===== src/rtl/adder_pkg.sv =====
// Shared helpers for adder_pipe: segment geometry and signed saturation limits.
package adder_pkg;

   function automatic int seg_width(input int width, input int stages);
      return (width + stages - 1) / stages;
   endfunction

   function automatic int seg_lo(input int k, input int seg);
      return k * seg;
   endfunction

   // The top segment is clipped to the operand width and may be narrower.
   function automatic int seg_hi(input int k, input int seg, input int width);
      return ((k + 1) * seg < width) ? (k + 1) * seg - 1 : width - 1;
   endfunction

   function automatic logic [127:0] sat_max(input int width);
      return {128{1'b1}} >> (129 - width);
   endfunction

   function automatic logic [127:0] sat_min(input int width);
      return 128'h1 << (width - 1);
   endfunction

endpackage


===== src/rtl/adder_seg.sv =====
// One carry-chained segment of the pipelined adder: W-bit sum plus carry-out.
// Latency: purely combinational, registered by the caller.
// Backpressure: none, holds no state.
module adder_seg #(
   parameter int W = 10
) (
   input  logic [W-1:0] a,
   input  logic [W-1:0] b,
   input  logic         cin,
   output logic [W-1:0] sum,
   output logic         cout
);

   assign {cout, sum} = {1'b0, a} + {1'b0, b} + {{W{1'b0}}, cin};

endmodule


===== src/rtl/adder_pipe.sv =====
// Pipelined WIDTH-bit adder, one SEG-bit segment per stage; ADDER_PIPE_SAT_EN adds saturation.
// Latency: STAGES cycles, one beat per clock.
// Backpressure: whole pipe stalls as one shift register when out_valid && !out_ready.
module adder_pipe
   import adder_pkg::*;
#(
   parameter int WIDTH  = 30,
   parameter int STAGES = 3
) (
   input  logic             clk,
   input  logic             rst_n,
   input  logic             in_valid,
   output logic             in_ready,
   input  logic [WIDTH-1:0] A,
   input  logic [WIDTH-1:0] B,
   input  logic             CIN,
   output logic             out_valid,
   input  logic             out_ready,
   output logic [WIDTH-1:0] C,
   output logic             COUT,
   output logic             OVF
);

   localparam int SEG = seg_width(WIDTH, STAGES);

   if (WIDTH < 2 || WIDTH > 128 || STAGES < 1 || STAGES > WIDTH ||
       SEG * (STAGES - 1) >= WIDTH) begin : g_param_err
      $error("adder_pipe: WIDTH/STAGES out of range or leaves an empty segment");
   end

   logic [STAGES-1:0] vld;
   logic              adv;

   assign out_valid = vld[STAGES-1];
   assign adv       = !out_valid || out_ready;
   assign in_ready  = adv;

   // Bubbles are kept: the valid bits shift in lock-step with the data stages.
   always_ff @(posedge clk or negedge rst_n) begin
      if (!rst_n) begin
         vld <= '0;
      end else if (adv) begin
         vld[0] <= in_valid;
         for (int k = 1; k < STAGES; k++) begin
            vld[k] <= vld[k-1];
         end
      end
   end

   for (genvar k = 0; k < STAGES; k++) begin : g_stage
      localparam int LO = seg_lo(k, SEG);
      localparam int HI = seg_hi(k, SEG, WIDTH);
      localparam int SW = HI - LO + 1;

      logic [WIDTH-1:0] a_i, b_i, s_i, s_nxt;
      logic             c_i, c_o;
      logic [SW-1:0]    seg_s;

      if (k == 0) begin : g_in
         assign a_i = A;
         assign b_i = B;
         assign s_i = '0;
         assign c_i = CIN;
      end else begin : g_in
         assign a_i = g_stage[k-1].g_reg.a_q;
         assign b_i = g_stage[k-1].g_reg.b_q;
         assign s_i = g_stage[k-1].g_reg.s_q;
         assign c_i = g_stage[k-1].g_reg.cy_q;
      end

      adder_seg #(
         .W(SW)
      ) u_seg (
         .a   (a_i[HI:LO]),
         .b   (b_i[HI:LO]),
         .cin (c_i),
         .sum (seg_s),
         .cout(c_o)
      );

      // Segment bits of the partial sum are still zero here, so OR merges cleanly.
      assign s_nxt = s_i | (WIDTH'(seg_s) << LO);

      if (k < STAGES - 1) begin : g_reg
         logic [WIDTH-1:0] a_q, b_q, s_q;
         logic             cy_q;

         always_ff @(posedge clk or negedge rst_n) begin
            if (!rst_n) begin
               a_q  <= '0;
               b_q  <= '0;
               s_q  <= '0;
               cy_q <= 1'b0;
            end else if (adv) begin
               a_q  <= a_i;
               b_q  <= b_i;
               s_q  <= s_nxt;
               cy_q <= c_o;
            end
         end
      end else begin : g_out
         logic             ovf_nxt;
         logic [WIDTH-1:0] c_nxt;

         assign ovf_nxt = (a_i[WIDTH-1] == b_i[WIDTH-1]) && (s_nxt[WIDTH-1] != a_i[WIDTH-1]);

`ifdef ADDER_PIPE_SAT_EN
         localparam logic [WIDTH-1:0] SMAX = WIDTH'(sat_max(WIDTH));
         localparam logic [WIDTH-1:0] SMIN = WIDTH'(sat_min(WIDTH));
         assign c_nxt = !ovf_nxt ? s_nxt : (a_i[WIDTH-1] ? SMIN : SMAX);
`else
         assign c_nxt = s_nxt;
`endif

         // Operand bits below the top segment were consumed by earlier stages.
         if (k > 0) begin : g_low
            logic unused_low;
            assign unused_low = ^{a_i[LO-1:0], b_i[LO-1:0]};
         end

         always_ff @(posedge clk or negedge rst_n) begin
            if (!rst_n) begin
               C    <= '0;
               COUT <= 1'b0;
               OVF  <= 1'b0;
            end else if (adv) begin
               C    <= c_nxt;
               COUT <= c_o;
               OVF  <= ovf_nxt;
            end
         end
      end
   end

endmodule

===== config.mk =====
export PLATFORM = sky130hd
export DESIGN_NAME = adder_pipe
export DESIGN_NICKNAME = d
export VERILOG_FILES = /design/src/rtl/adder_pkg.sv /design/src/rtl/adder_seg.sv /design/src/rtl/adder_pipe.sv
export SDC_FILE = /design/constraint.sdc
export NUM_CORES = 1
export LEC_CHECK = 0
export CORE_ASPECT_RATIO = 0.7
export CORE_UTILIZATION = 41
export DETAILED_ROUTE_END_ITERATION = 12
export PLACE_DENSITY_LB_ADDON = 0.15
export SKIP_CTS_REPAIR_TIMING = 1
export SLEW_MARGIN = 20
export SYNTH_ARGS = -nofsm -noshare
export SYNTH_HDL_FRONTEND = slang
export SYNTH_HIERARCHICAL = 1
export SYNTH_SLANG_ARGS = --single-unit

===== constraint.sdc =====
create_clock -name clk -period 2.2 [get_ports clk]
set_input_delay 0.22 -clock clk [delete_from_list [all_inputs] [get_ports clk]]
set_output_delay 0.22 -clock clk [all_outputs]
set_load 0.005 [all_outputs]

-- Yosys cells after proc, flatten, opt, wreduce, memory -nomap -nowiden
Index checks and enable logic that the tools add are counted.
W data, S select, Z words.
- $add $sub $neg: 6
- equality and inequality tests: 2
- bitwise gates (word level): 2
- reduce and logical (&&, ||, !) cells: 3
- operator list (kind ; count):
    $add A10 B10 Y11 ; 3
    $add A11 B1 Y11 ; 3
    $or A30 B30 Y30 ; 1
    $or A10 B20 Y20 ; 1
    $eq A1 B1 Y1 ; 1
    $logic_and A1 B1 Y1 ; 1
    $logic_not A1 Y1 ; 1
    $logic_or A1 B1 Y1 ; 1
    $ne A1 B1 Y1 ; 1
- register bits: 197
- input port bits: 65
- output and inout port bits: 34
- logic and storage cells: 25

-- Depth between registers and ports, before layout
Gate-level depths: netlist (run 1).
- depth after elaboration: 5
- gate-level depth with buffers: 9
- depth with buffers taken out: 9

-- Cells and area by module
The synthesis (run 1) kept the hierarchy.
- by module, submodules not included (module ; instances ; cells an instance ; area an instance (sq um) ; seq. area each (sq um)):
    adder_pipe ; 1 ; 272 ; 5176.2 ; 3178.0
    adder_seg ; 3 ; 54 ; 436.7 ; 0.0

-- Worst setup path before layout (run 1)
OpenSTA, ideal clock, no wires.
- path kind: reg2reg
- from: register g_stage[1].g_reg.a_q[20]
- to: register OVF
- setup time: 82 ps
- data arrival time: 2227 ps
- data required time: 2118 ps
- slack: -109 ps
- stages on the path, launching flop included: 9
- period minus slack after synthesis: 2309 ps
- cell sequence: dfrtp_1 -> fa_1 -> a21o_1 -> a211oi_2 -> nand2b_1 -> a31oi_1 -> xnor2_1 -> or3b_2 -> a31oi_1
- cells in the longest elaborated chain, start to end: 5
- RTL lines (what ; line ; source):
    start, declared ; adder_pipe.sv:85 ; logic [WIDTH-1:0] a_q, b_q, s_q;
    start signal, assigned ; adder_pipe.sv:95 ; a_q <= a_i;
    $add A10 B10 Y11 ; adder_seg.sv:14 ; assign {cout, sum} = {1'b0, a} + {1'b0, b} + {{W{1'b0}}, cin};
    $add A11 B1 Y11 ; adder_seg.sv:14 ;
    named net g_stage[2].seg_s[9] ; adder_pipe.sv:57 ; logic [SW-1:0] seg_s;
    $or A30 B30 Y30 ; adder_pipe.sv:82 ; assign s_nxt = s_i | (WIDTH'(seg_s) << LO);
    $ne A1 B1 Y1 ; adder_pipe.sv:105 ; assign ovf_nxt = (a_i[WIDTH-1] == b_i[WIDTH-1]) && (s_nxt[WIDTH-1] != a_i[WIDTH-1]);
    $logic_and A1 B1 Y1 ; adder_pipe.sv:105 ;
    end signal, assigned ; adder_pipe.sv:129 ; OVF <= ovf_nxt;
    end, declared ; adder_pipe.sv:21 ; output logic OVF
The timed path passes the listed nets, and every way through them passes these cells.
A chain may end at the register's enable or synchronous reset.

-- Worst setup path in the final report (run 1)
- from: register g_stage[1].g_reg.a_q[20]
- to: register C[28]
- cells in the longest elaborated chain, start to end: 3
- RTL lines (what ; line ; source):
    $add A10 B10 Y11 ; adder_seg.sv:14 ;
    $add A11 B1 Y11 ; adder_seg.sv:14 ;
    named net g_stage[2].seg_s[8] ; adder_pipe.sv:57 ;
    $or A30 B30 Y30 ; adder_pipe.sv:82 ;
    end signal, assigned ; adder_pipe.sv:127 ; C <= c_nxt;
    end, declared ; adder_pipe.sv:19 ; output logic [WIDTH-1:0] C,
The timed path passes the listed nets, and every way through them passes these cells.

==> metrics.yaml, run 1 <==
status:
  status: "finished, violations left"
  failed_checks: "DRC, setup timing"
detailed_routing:
  drt_iter0_drc: 141
  wl_per_cell_um: 15.23
  via_per_inst: 4.852
  ant_nets: 0
  drt_first_pass_iters: 8
  vias: 3775
  drc: 6
  routed_wl_um: 11850
clocking:
  cts_buffers: 17
  cts_tree: "built"
  cts_max_level: 4
  numClockSinks: 127
  worst_skew_pair.late_latency_ns: 0.40
  cts-root-buf: "clkbuf_16"
  clockBufferDepth: 2
  path_clk_slew_ns: 0.05
logic_synthesis:
  synth_area_mm2: 0.006486
  ys_ff_latch: 127
  ys_types: 30
  synth.avg_cell_area_um2: 14.95
  synth_nets: 532
  synth-seq-area-share_pct: 49.00
  yosys_warnings: 6
  synth_top_area_share_pct: 49.00
  synthTopCellsByArea: "dfrtp_1 (49%), mux2_4 (24%), ha_1 (5.2%)"
  syn_inst: 434
  yosysTopAreaCell: "dfrtp_1"
critical_path:
  criticalPathCategory: "reg2reg"
  r2r_slack_ns: -0.11
  rr_startpoint: "g_stage[1].g_reg.a_q[20]"
  r2r_cells: 9
  crit_fanout: 2
  crit_start: "g_stage[1].g_reg.a_q[20]"
  cp-endpoint: "C[28]"
  timing.rr.end: "C[28]"
  cp.required_ns: 2.48
  arrival_ns: 2.59
  cp-end-kind: "flop"
  start_kind: "flop"
pwr:
  power.leakage_nw: 3.966
  vdd_drop_max_mv: 0.5266
  p_per_area_mw_per_mm2: 1274
  power_w: 0.01071
die:
  die_x_um: 152.3
  die_h_um: 107.2
  start_util_pct: 41.98
  row_count: 38
  core_region_area_mm2: 0.01545
  dieArea_mm2: 0.01634
  ioPinCount: 99
sta:
  maxSlewViolCount: 0
  relSlewSlack_pct: 72.07
  fin_skew_ns: 0.008268
  worst_slack_ns: -0.1136
  hold_violations: 0
  fmaxAchievable_mhz: 432.2
  setup_violations: 4
  worst_pin_slew_ns: 0.4190
  holdWs_ns: 0.2851
  rsz0062_at_grt: "yes"
  min_period_ns: 2.314
  fin_crit_sh_pct: 105.2
  finalSetupTns_ns: -0.3391
global_routing:
  grt_antenna_before_repair: 0
  grt_use_total_pct: 15.41
  grt_max_degree: 68
  grt_overflow: 0
  grt_pass1_wl_um: 19750
  grt_pass1_vias: 3932
placement:
  place_area_mm2: 0.007802
  io_buffer_count: 98
  dp_cells: 745
  gp_congestion: 0.7466
  hpwl_um: 8081
job:
  maxCapViolCount: 0
finish:
  stdcell_count: 778
  fin_area_mm2: 0.008406
  drive_gt1_share_pct: 35.99
  area_growth_pct: 29.59
  antenna_cells: 0
  fin_nets: 666
hold_path:
  hold_class: "in2async"
==> kinds of logic after synthesis <==
family | count (synthesis) | synth area share (%)
buffers and inverters | 26 | 3.125
adders and majority gates | 33 | 7.060
and+or+nand+nor | 44 | 4.032
xor gates and xnor gates | 24 | 3.241
muxes | 125 | 27.60
DFF | 127 | 49.00
AOI/OAI and AO/OA | 55 | 5.941
==> cells in the mapped netlist <==
library cell and instances:
a211oi_2 3, a21o_1 9, a21oi_1 18, a31o_1 3
a31oi_1 4, and2_4 3, and3_1 9, buf_6 14
dfrtp_1 127, fa_1 6, ha_1 27, inv_1 12
mux2_2 23, mux2_4 102, nand2_1 6, nand2b_1 7
nand2b_4 1, nand3b_1 1, nor2_1 6, nor2b_1 3
nor3_1 3, nor3b_1 1, o21a_1 6, o21ai_0 6
o21ai_1 3, o41ai_2 3, or2_2 3, or3b_2 1
xnor2_1 18, xor2_1 6
==> per-layer routing <==
layer / vias up / share of wire, % / global-route usage, % / wire, um
li1: 1809 / - / - / -
met4: 0 / 0.70 / 5.685 / 83
met1: 1894 / 50 / 21.19 / 5932
met5: - / 0 / 0 / 0
met3: 8 / 4.4 / 4.527 / 522
met2: 64 / 45 / 23.01 / 5310
==> layout by cell type, fill, tap and decap left out, types with 4 or more instances in the layout <==
cell	instances
dfrtp_1	127
nor2_1	4
inv_1	11
o21ai_0	6
xor2_1	6
clkinv_2	5
o21a_1	6
nand2_1	6
a21oi_1	18
ha_1	27
fa_2	6
and3_1	9
a21o_1	9
a31oi_1	4
clkdlybuf4s50_1	96
clkbuf_16	17
buf_4	27
nand2b_1	7
mux2_2	22
mux2_4	103
xnor2_1	18
==> through the flow <==
step | setup WS [ns] | util (%)
2_1_floorplan | -0.01807 | -
3_3_place_gp | -0.3286 | 50.49
4_1_cts | -0.1826 | 53.82
6_report | -0.1136 | 54.40
3_5_place_dp | -0.3916 | 50.49
5_1_grt | -0.2319 | 54.40
==> critical path, stage by stage (launching register included) <==
cell and delay [ns]:
dfrtp_1 0.40, fa_2 0.41, inv_1 0.08, fa_2 0.19
nor2b_1 0.05, o21a_1 0.19, a31o_1 0.27, o41ai_2 0.24
xnor2_1 0.11, mux2_4 0.26
==> cell type report <==
| type | count | area, um^2 |
|---|---|---|
| inverters | 12 | 45.04 |
| clock inverters | 7 | 40.04 |
| multi-input cells | 281 | 3161 |
| clock buffers | 22 | 474.2 |
| fillers | 1269 | 7047 |
| repair buffers | 129 | 1257 |
| well taps | 200 | 250.2 |
| flip-flops and latches | 127 | 3178 |
==> worst min-delay path by stage <==
stage | startpoint | endpoint | cells past startpoint
floorplan | rst_n | COUT | 0
global placement | rst_n | g_stage[0].g_reg.b_q[27] | 1
detailed placement | rst_n | g_stage[0].g_reg.b_q[27] | 1
CTS | rst_n | g_stage[0].g_reg.b_q[27] | 1
global route | rst_n | g_stage[0].g_reg.b_q[27] | 2
finish | rst_n | g_stage[0].g_reg.b_q[27] | 2
==> power breakdown <==
group          total [W]  leakage, nW  internal (W)  switching (W)
sequential       0.00374         1.48       0.00319       0.000545
combinational    0.00452         2.23       0.00296        0.00156
clock            0.00245        0.253       0.00150       0.000953
==> registers in the layout, summed over array words and instances, names as in the netlist <==
signal	cells
C	30
vld	3
g_stage.g_reg.s_q	30
COUT	1
OVF	1
g_stage.g_reg.cy_q	2
g_stage.g_reg.a_q	30
g_stage.g_reg.b_q	30
No activity file was read; power rests on OpenSTA's default activity.
==> inputs of run 2 (changes only) <==
--- a/config.mk
+++ b/config.mk
@@ -7,9 +7,9 @@
 export LEC_CHECK = 0
 export CORE_ASPECT_RATIO = 0.7
 export CORE_UTILIZATION = 41
+export CTS_CLUSTER_SIZE = 20
 export DETAILED_ROUTE_END_ITERATION = 12
 export PLACE_DENSITY_LB_ADDON = 0.15
-export SKIP_CTS_REPAIR_TIMING = 1
 export SLEW_MARGIN = 20
 export SYNTH_ARGS = -nofsm -noshare
 export SYNTH_HDL_FRONTEND = slang
==> run 2 against run 1 <==
The run still ends with DRC, setup timing left. Clock skew about the same. Wire length decreased by 0.35%. Fmax increased by 0.11%. Clock power about the same. Register-to-register slack about the same. Critical path depth unchanged. Sequential share of layout area increased by 0.051 points. Setup slack improved by 0.0025 ns. Via count decreased by 0.42%. Worst hold slack got worse by 0.00077 ns. Critical path type unchanged.
==> metrics.yaml, run 2 (synthesized netlist as in run 1, its figures left out) <==
placement:
  post-place-ws_ns: -0.3916  # unchanged
  io_buffer_count: 98  # unchanged
  hpwl_um: 8081  # unchanged
  gp_congestion: 0.7466  # unchanged
clocking:
  cts-root-buf: "clkbuf_16"
  numClockSinks: 127  # unchanged
  path_clk_slew_ns: 0.05  # about the same
  cts_max_level: 4  # unchanged
  cts_tree: "built"
  clockBufferDepth: 2  # unchanged
  cts_buffers: 17  # unchanged
  worst_skew_pair.late_latency_ns: 0.40  # about the same
critical_path:
  r2r_cells: 9  # unchanged
  timing.rr.end: "C[28]"
  cp.required_ns: 2.48  # about the same
  r2r_slack_ns: -0.11  # about the same
  start_kind: "flop"
  arrival_ns: 2.59  # about the same
  crit_fanout: 2  # unchanged
  criticalPathCategory: "reg2reg"
  rr_startpoint: "g_stage[1].g_reg.a_q[20]"
  cp-end-kind: "flop"
detailed_routing:
  drc: 6  # unchanged
  routed_wl_um: 11810  # -0.35%
  wl_per_cell_um: 15.20  # -0.22%
  drt_first_pass_iters: 8  # unchanged
  ant_nets: 0  # unchanged
  drt_iter0_drc: 148  # +5.0%
  vias: 3759  # -0.42%
  via_per_inst: 4.838  # -0.30%
sta:
  fin_crit_sh_pct: 105.1  # -0.11 points
  worst_slack_ns: -0.1111  # +0.002518 ns
  fmaxAchievable_mhz: 432.7  # +0.11%
  setup_violations: 4  # unchanged
  hold_violations: 0  # unchanged
  maxSlewViolCount: 0  # unchanged
  fin_skew_ns: 0.008499  # +0.0002315 ns
  worst_pin_slew_ns: 0.4198  # +0.0007843 ns
  min_period_ns: 2.311  # -0.002518 ns
  relSlewSlack_pct: 72.01  # about the same
  rsz0062_at_grt: "yes"
hold_path:
  hold_class: "in2async"
global_routing:
  grt_overflow: 0  # unchanged
  grt_use_total_pct: 15.43  # +0.018 points
  grt_pass1_wl_um: 19770  # about the same
  grt_max_degree: 68  # unchanged
  grt_antenna_before_repair: 0  # unchanged
  grt_pass1_vias: 3937  # +0.13%
finish:
  post-route-util_pct: 54.32  # -0.073 points
  drive_gt1_share_pct: 35.88  # -0.11 points
  fillerInstances: 1272  # +0.24%
  fin_nets: 665  # -0.15%
  final_cell_mix: "dfrtp_1 (127), mux2_4 (103), clkdlybuf4s50_1 (96)"
  ff_latch_area_mm2: 0.003178  # unchanged
  area_growth_pct: 29.42
  antenna_cells: 0  # unchanged
  multiInputGateArea_mm2: 0.003161  # unchanged
  layout_commonest_cell: "dfrtp_1"
die:
  die_h_um: 107.2  # unchanged
  dieArea_mm2: 0.01634  # unchanged
  start_util_pct: 41.98  # unchanged
  ioPinCount: 99  # unchanged
  row_count: 38  # unchanged
  core_region_area_mm2: 0.01545  # unchanged
  die_x_um: 152.3  # unchanged
status:
  status: "finished, violations left"
  failed_checks: "DRC, setup timing"
pwr:
  vdd_drop_max_mv: 0.5265  # about the same
  p_per_area_mw_per_mm2: 1274  # about the same
  power.leakage_nw: 3.960  # -0.15%
  power_w: 0.01070  # -0.14%
job:
  maxCapViolCount: 0  # unchanged
==> run 2: power breakdown <==
part / switching, W / internal, W / total (W)
combinational: 0.00156 / 0.00295 / 0.00451
sequential: 0.000545 / 0.00319 / 0.00374
clock: 0.000949 / 0.00150 / 0.00245
total: 0.00305 / 0.00764 / 0.0107
==> run 2: worst max-delay path: stages (launching register included) <==
cell,delay (ns)
dfrtp_1,0.40
fa_2,0.41
inv_1,0.08
fa_2,0.19
nor2b_1,0.05
o21a_1,0.19
a31o_1,0.27
o41ai_2,0.24
xnor2_1,0.11
mux2_4,0.26
==> run 2: layout make-up <==
class                   count  share of cell area [%]
flip-flops and latches    127                   37.86
multi-input cells         281                   37.65
repair buffers            128                   14.85
clock buffers              22                   5.649
well taps                 200                   2.981
inverters                  12                  0.5366
clock inverters             7                  0.4770
==> run 2: worst max-delay path by stage <==
| stage | end | depth (start not counted) | start |
|---|---|---|---|
| 5_1_grt | OVF | 8 | g_stage[1].g_reg.a_q[20] |
| 2_1_floorplan | OVF | 8 | g_stage[1].g_reg.cy_q |
| 3_5_place_dp | g_stage[0].g_reg.s_q[8] | 10 | A[0] |
| 3_3_place_gp | g_stage[0].g_reg.s_q[8] | 10 | A[0] |
| 6_report | C[28] | 9 | g_stage[1].g_reg.a_q[20] |
| 4_1_cts | g_stage[1].g_reg.s_q[18] | 9 | g_stage[0].g_reg.cy_q |
==> run 2: layer usage <==
| metal | vias to the layer above | global-route usage [%] | part of all wire [%] |
|---|---|---|---|
| li1 | 1805 | - | - |
| met1 | 1883 | 21.25 | 50 |
| met2 | 63 | 23.01 | 45 |
| met3 | 8 | 4.527 | 4.3 |
| met4 | 0 | 5.685 | 0.75 |
| met5 | - | 0 | 0 |
==> run 2: metrics by stage <==
step,instance area (um^2),instances,setup TNS [ns],hold slack [ns]
floorplan,6491,434,-0.01807,-0.07559
global placement,7802,745,-1.434,0.1656
detailed placement,7802,745,-1.824,0.1732
CTS,8342,776,-0.3490,0.2813
global route,8394,777,-0.9176,0.3033
finish,8394,777,-0.2874,0.2843
==> run 2: repair_timing <==
| action | 4_1_cts | 5_1_grt |
|---|---|---|
| endpoints found under the hold margin | 27 | 0 |
| hold buffers | 1 | 0 |
| pin swaps | 8 | 6 |
| gates resized for setup | 4 | 10 |
| buffers inserted | 1 | 1 |
| setup endpoints to repair | 7 | 11 |
==> inputs of run 3 (changes only) <==
--- a/config.mk
+++ b/config.mk
@@ -5,7 +5,7 @@
 export SDC_FILE = /design/constraint.sdc
 export NUM_CORES = 1
 export LEC_CHECK = 0
-export CORE_ASPECT_RATIO = 0.7
+export CORE_ASPECT_RATIO = 1.1
 export CORE_UTILIZATION = 41
 export CTS_CLUSTER_SIZE = 20
 export DETAILED_ROUTE_END_ITERATION = 12
==> run 3 against run 2 <==
The flow finishes with violations (setup timing). Non-clock buffer count rose by 1. Wire length fell by 1.7%. Largest cell class unchanged. Critical path type unchanged. Critical endpoint is now OVF. Cell area rose by 2.4%. Total power rose by 7.7%.
==> metrics.yaml, run 3 (synthesized netlist as in run 1, its figures left out) <==
status:
  status: "finished, violations left"
  failed_checks: "setup timing"
die:
  start_util_pct: 42.59  # +0.61 points
  ioPinCount: 99  # unchanged
  dieArea_mm2: 0.01633  # about the same
  die_h_um: 133.9  # +25%
  row_count: 47  # +24%
  die_x_um: 121.9  # -20%
  core_region_area_mm2: 0.01523  # -1.4%
finish:
  post-route-util_pct: 56.43  # +2.1 points
  layout_commonest_cell: "dfrtp_1"
  final_cell_mix: "dfrtp_1 (127), mux2_4 (103), clkdlybuf4s50_1 (97)"
  fin_nets: 666  # +0.15%
  drive_gt1_share_pct: 36.83  # +0.96 points
  antenna_cells: 0  # unchanged
  fin_area_mm2: 0.008594  # +2.4%
  area_growth_pct: 32.50
  stdcell_count: 777  # unchanged
pwr:
  clkPwrFrac_pct: 27.9  # +5.0 points
  vdd_drop_max_mv: 0.5704  # +8.3%
  comb_power_share_pct: 39.9  # -2.3 points
  p_per_area_mw_per_mm2: 1340  # +5.2%
  power.leakage_nw: 4.029  # +1.7%
  seqPwrFrac_pct: 32.3  # -2.6 points
  p_int_w: 0.008372  # +9.5%
  swShare_pct: 27.30  # -1.2 points
  power_switching_w: 0.003144  # +3.1%
detailed_routing:
  drt_first_pass_iters: 4  # -4
  routed_wl_um: 11610  # -1.7%
  wl_met1_um: 5529  # -6.7%
  vias: 3772  # +0.35%
  ant_nets: 0  # unchanged
  drc: 0  # -6
  wl_met2_um: 5324  # +0.66%
  via_per_inst: 4.855  # +0.35%
  highest_layer: "met4"
  wl_per_cell_um: 14.94  # -1.7%
  drt_iter0_drc: 117  # -21%
  met3_length_um: 535  # +5.9%
sta:
  fin_skew_ns: 0.01076  # +0.002264 ns
  min_period_ns: 2.352  # +0.04122 ns
  setup_violations: 4  # unchanged
  relSlewSlack_pct: 60.91  # -11 points
  hold_violations: 0  # unchanged
  worst_slack_ns: -0.1523  # -0.04122 ns
  fmaxAchievable_mhz: 425.1  # -1.8%
  maxSlewViolCount: 0  # unchanged
  finalSetupTns_ns: -0.3106  # -0.02317 ns
  rsz0062_at_grt: "yes"
  fin_crit_sh_pct: 106.9  # +1.9 points
  worst_pin_slew_ns: 0.5863  # +0.1665 ns
clocking:
  numClockSinks: 127  # unchanged
  cts_max_level: 4  # unchanged
  path_clk_slew_ns: 0.06  # about the same
  cts_buffers: 17  # unchanged
  cts-root-buf: "clkbuf_16"
  cts_tree: "built"
  clockBufferDepth: 2  # unchanged
  worst_skew_pair.late_latency_ns: 0.42  # +0.02 ns
critical_path:
  timing.rr.end: "OVF"
  crit_fanout: 2  # unchanged
  criticalPathCategory: "reg2reg"
  cp.required_ns: 2.53  # +0.05 ns
  cp-end-kind: "flop"
  rr_startpoint: "g_stage[1].g_reg.cy_q"
  slowest_stage: "dfrtp_1"
  r2r_cells: 8  # -1
  cp_slowest_stage_delay_ns: 0.41  # about the same
  r2r_slack_ns: -0.15  # -0.04 ns
  arrival_ns: 2.68  # +0.09 ns
  start_kind: "flop"
  cp_cell_sequence: "fa_2, a21o_1, a211oi_2, nand2b_1, a31oi_2, xnor2_1, or3b_4, a31oi_1"
global_routing:
  grt_pass1_wl_um: 19630  # -0.70%
  grt_use_total_pct: 15.63  # +0.20 points
  grt_antenna_before_repair: 0  # unchanged
  grt_max_degree: 56  # -18%
  grt_pass1_vias: 3945  # +0.20%
  grt_overflow: 0  # unchanged
placement:
  post-place-ws_ns: -0.3785  # +0.01317 ns
  place_area_mm2: 0.007795  # about the same
  dp_cells: 739  # -0.81%
  io_buffer_count: 98  # unchanged
  hpwl_um: 7924  # -1.9%
  gp_congestion: 0.8016  # +7.4%
job:
  maxCapViolCount: 0  # unchanged
hold_path:
  hold_class: "in2async"
run 3: layout make-up:
| class | instances | area (um^2) |
|---|---|---|
| Sequential cell | 127 | 3178 |
| Multi-Input combinational cell | 281 | 3177 |
| Clock inverter | 14 | 239.0 |
| Inverter | 12 | 45.04 |
| Tap cell | 196 | 245.2 |
| Clock buffer | 18 | 439.2 |
| Fill cell | 1255 | 6636 |
| Timing Repair Buffer | 129 | 1271 |
run 3: worst max-delay path: cells and delay by family, from the launching register on:
family | cells | cell delay, ns
XOR/XNOR | 1 | 0.16
flip-flops | 1 | 0.41
AO/OA/AOI/OAI | 4 | 0.80
AND/OR/NAND/NOR | 2 | 0.51
adder cells (fa/ha/maj) | 1 | 0.40
run 3: power groups by stage:
| stage | combinational, W | clock [W] | sequential [W] |
|---|---|---|---|
| after floorplan | 0.00303 | 0 | 0.00363 |
| after global placement | 0.00432 | 0 | 0.00374 |
| after detailed placement | 0.00440 | 0 | 0.00376 |
| after CTS | 0.00448 | 0.00328 | 0.00374 |
| after global routing | 0.00503 | 0.00339 | 0.00384 |
| final | 0.00459 | 0.00321 | 0.00372 |
run 3: worst max-delay path by stage:
stage	startpoint	end	slack, ns
3_3_place_gp	A[0]	g_stage[0].g_reg.s_q[8]	-0.33
3_5_place_dp	A[0]	g_stage[0].g_reg.s_q[8]	-0.38
5_1_grt	g_stage[1].g_reg.cy_q	OVF	-0.29
6_report	g_stage[1].g_reg.cy_q	OVF	-0.15
2_1_floorplan	g_stage[1].g_reg.cy_q	OVF	-0.02
4_1_cts	g_stage[1].g_reg.cy_q	OVF	-0.15
run 3: repair_timing:
item | 4_1_cts | 5_1_grt
pin swaps | 7 | 8
setup endpoints to repair | 10 | 11
endpoints found under the hold margin | 42 | 0
resized for setup | 4 | 12
hold buffers | 1 | 0
buffers inserted | 2 | 3
run 3: routing by layer:
| layer | vias up | GRT usage, % |
|---|---|---|
| met5 | - | 0 |
| met4 | 0 | 7.270 |
| met3 | 15 | 4.592 |
| met2 | 82 | 22.72 |
| met1 | 1853 | 21.31 |
| li1 | 1822 | - |
run 3: through the flow:
step	hold slack [ns]	power [W]
after global placement	0.2535	0.008062
after CTS	0.3650	0.01149
final	0.3566	0.01152
after floorplan	-0.07559	0.006659
after global routing	0.3929	0.01226
after detailed placement	0.2636	0.008154
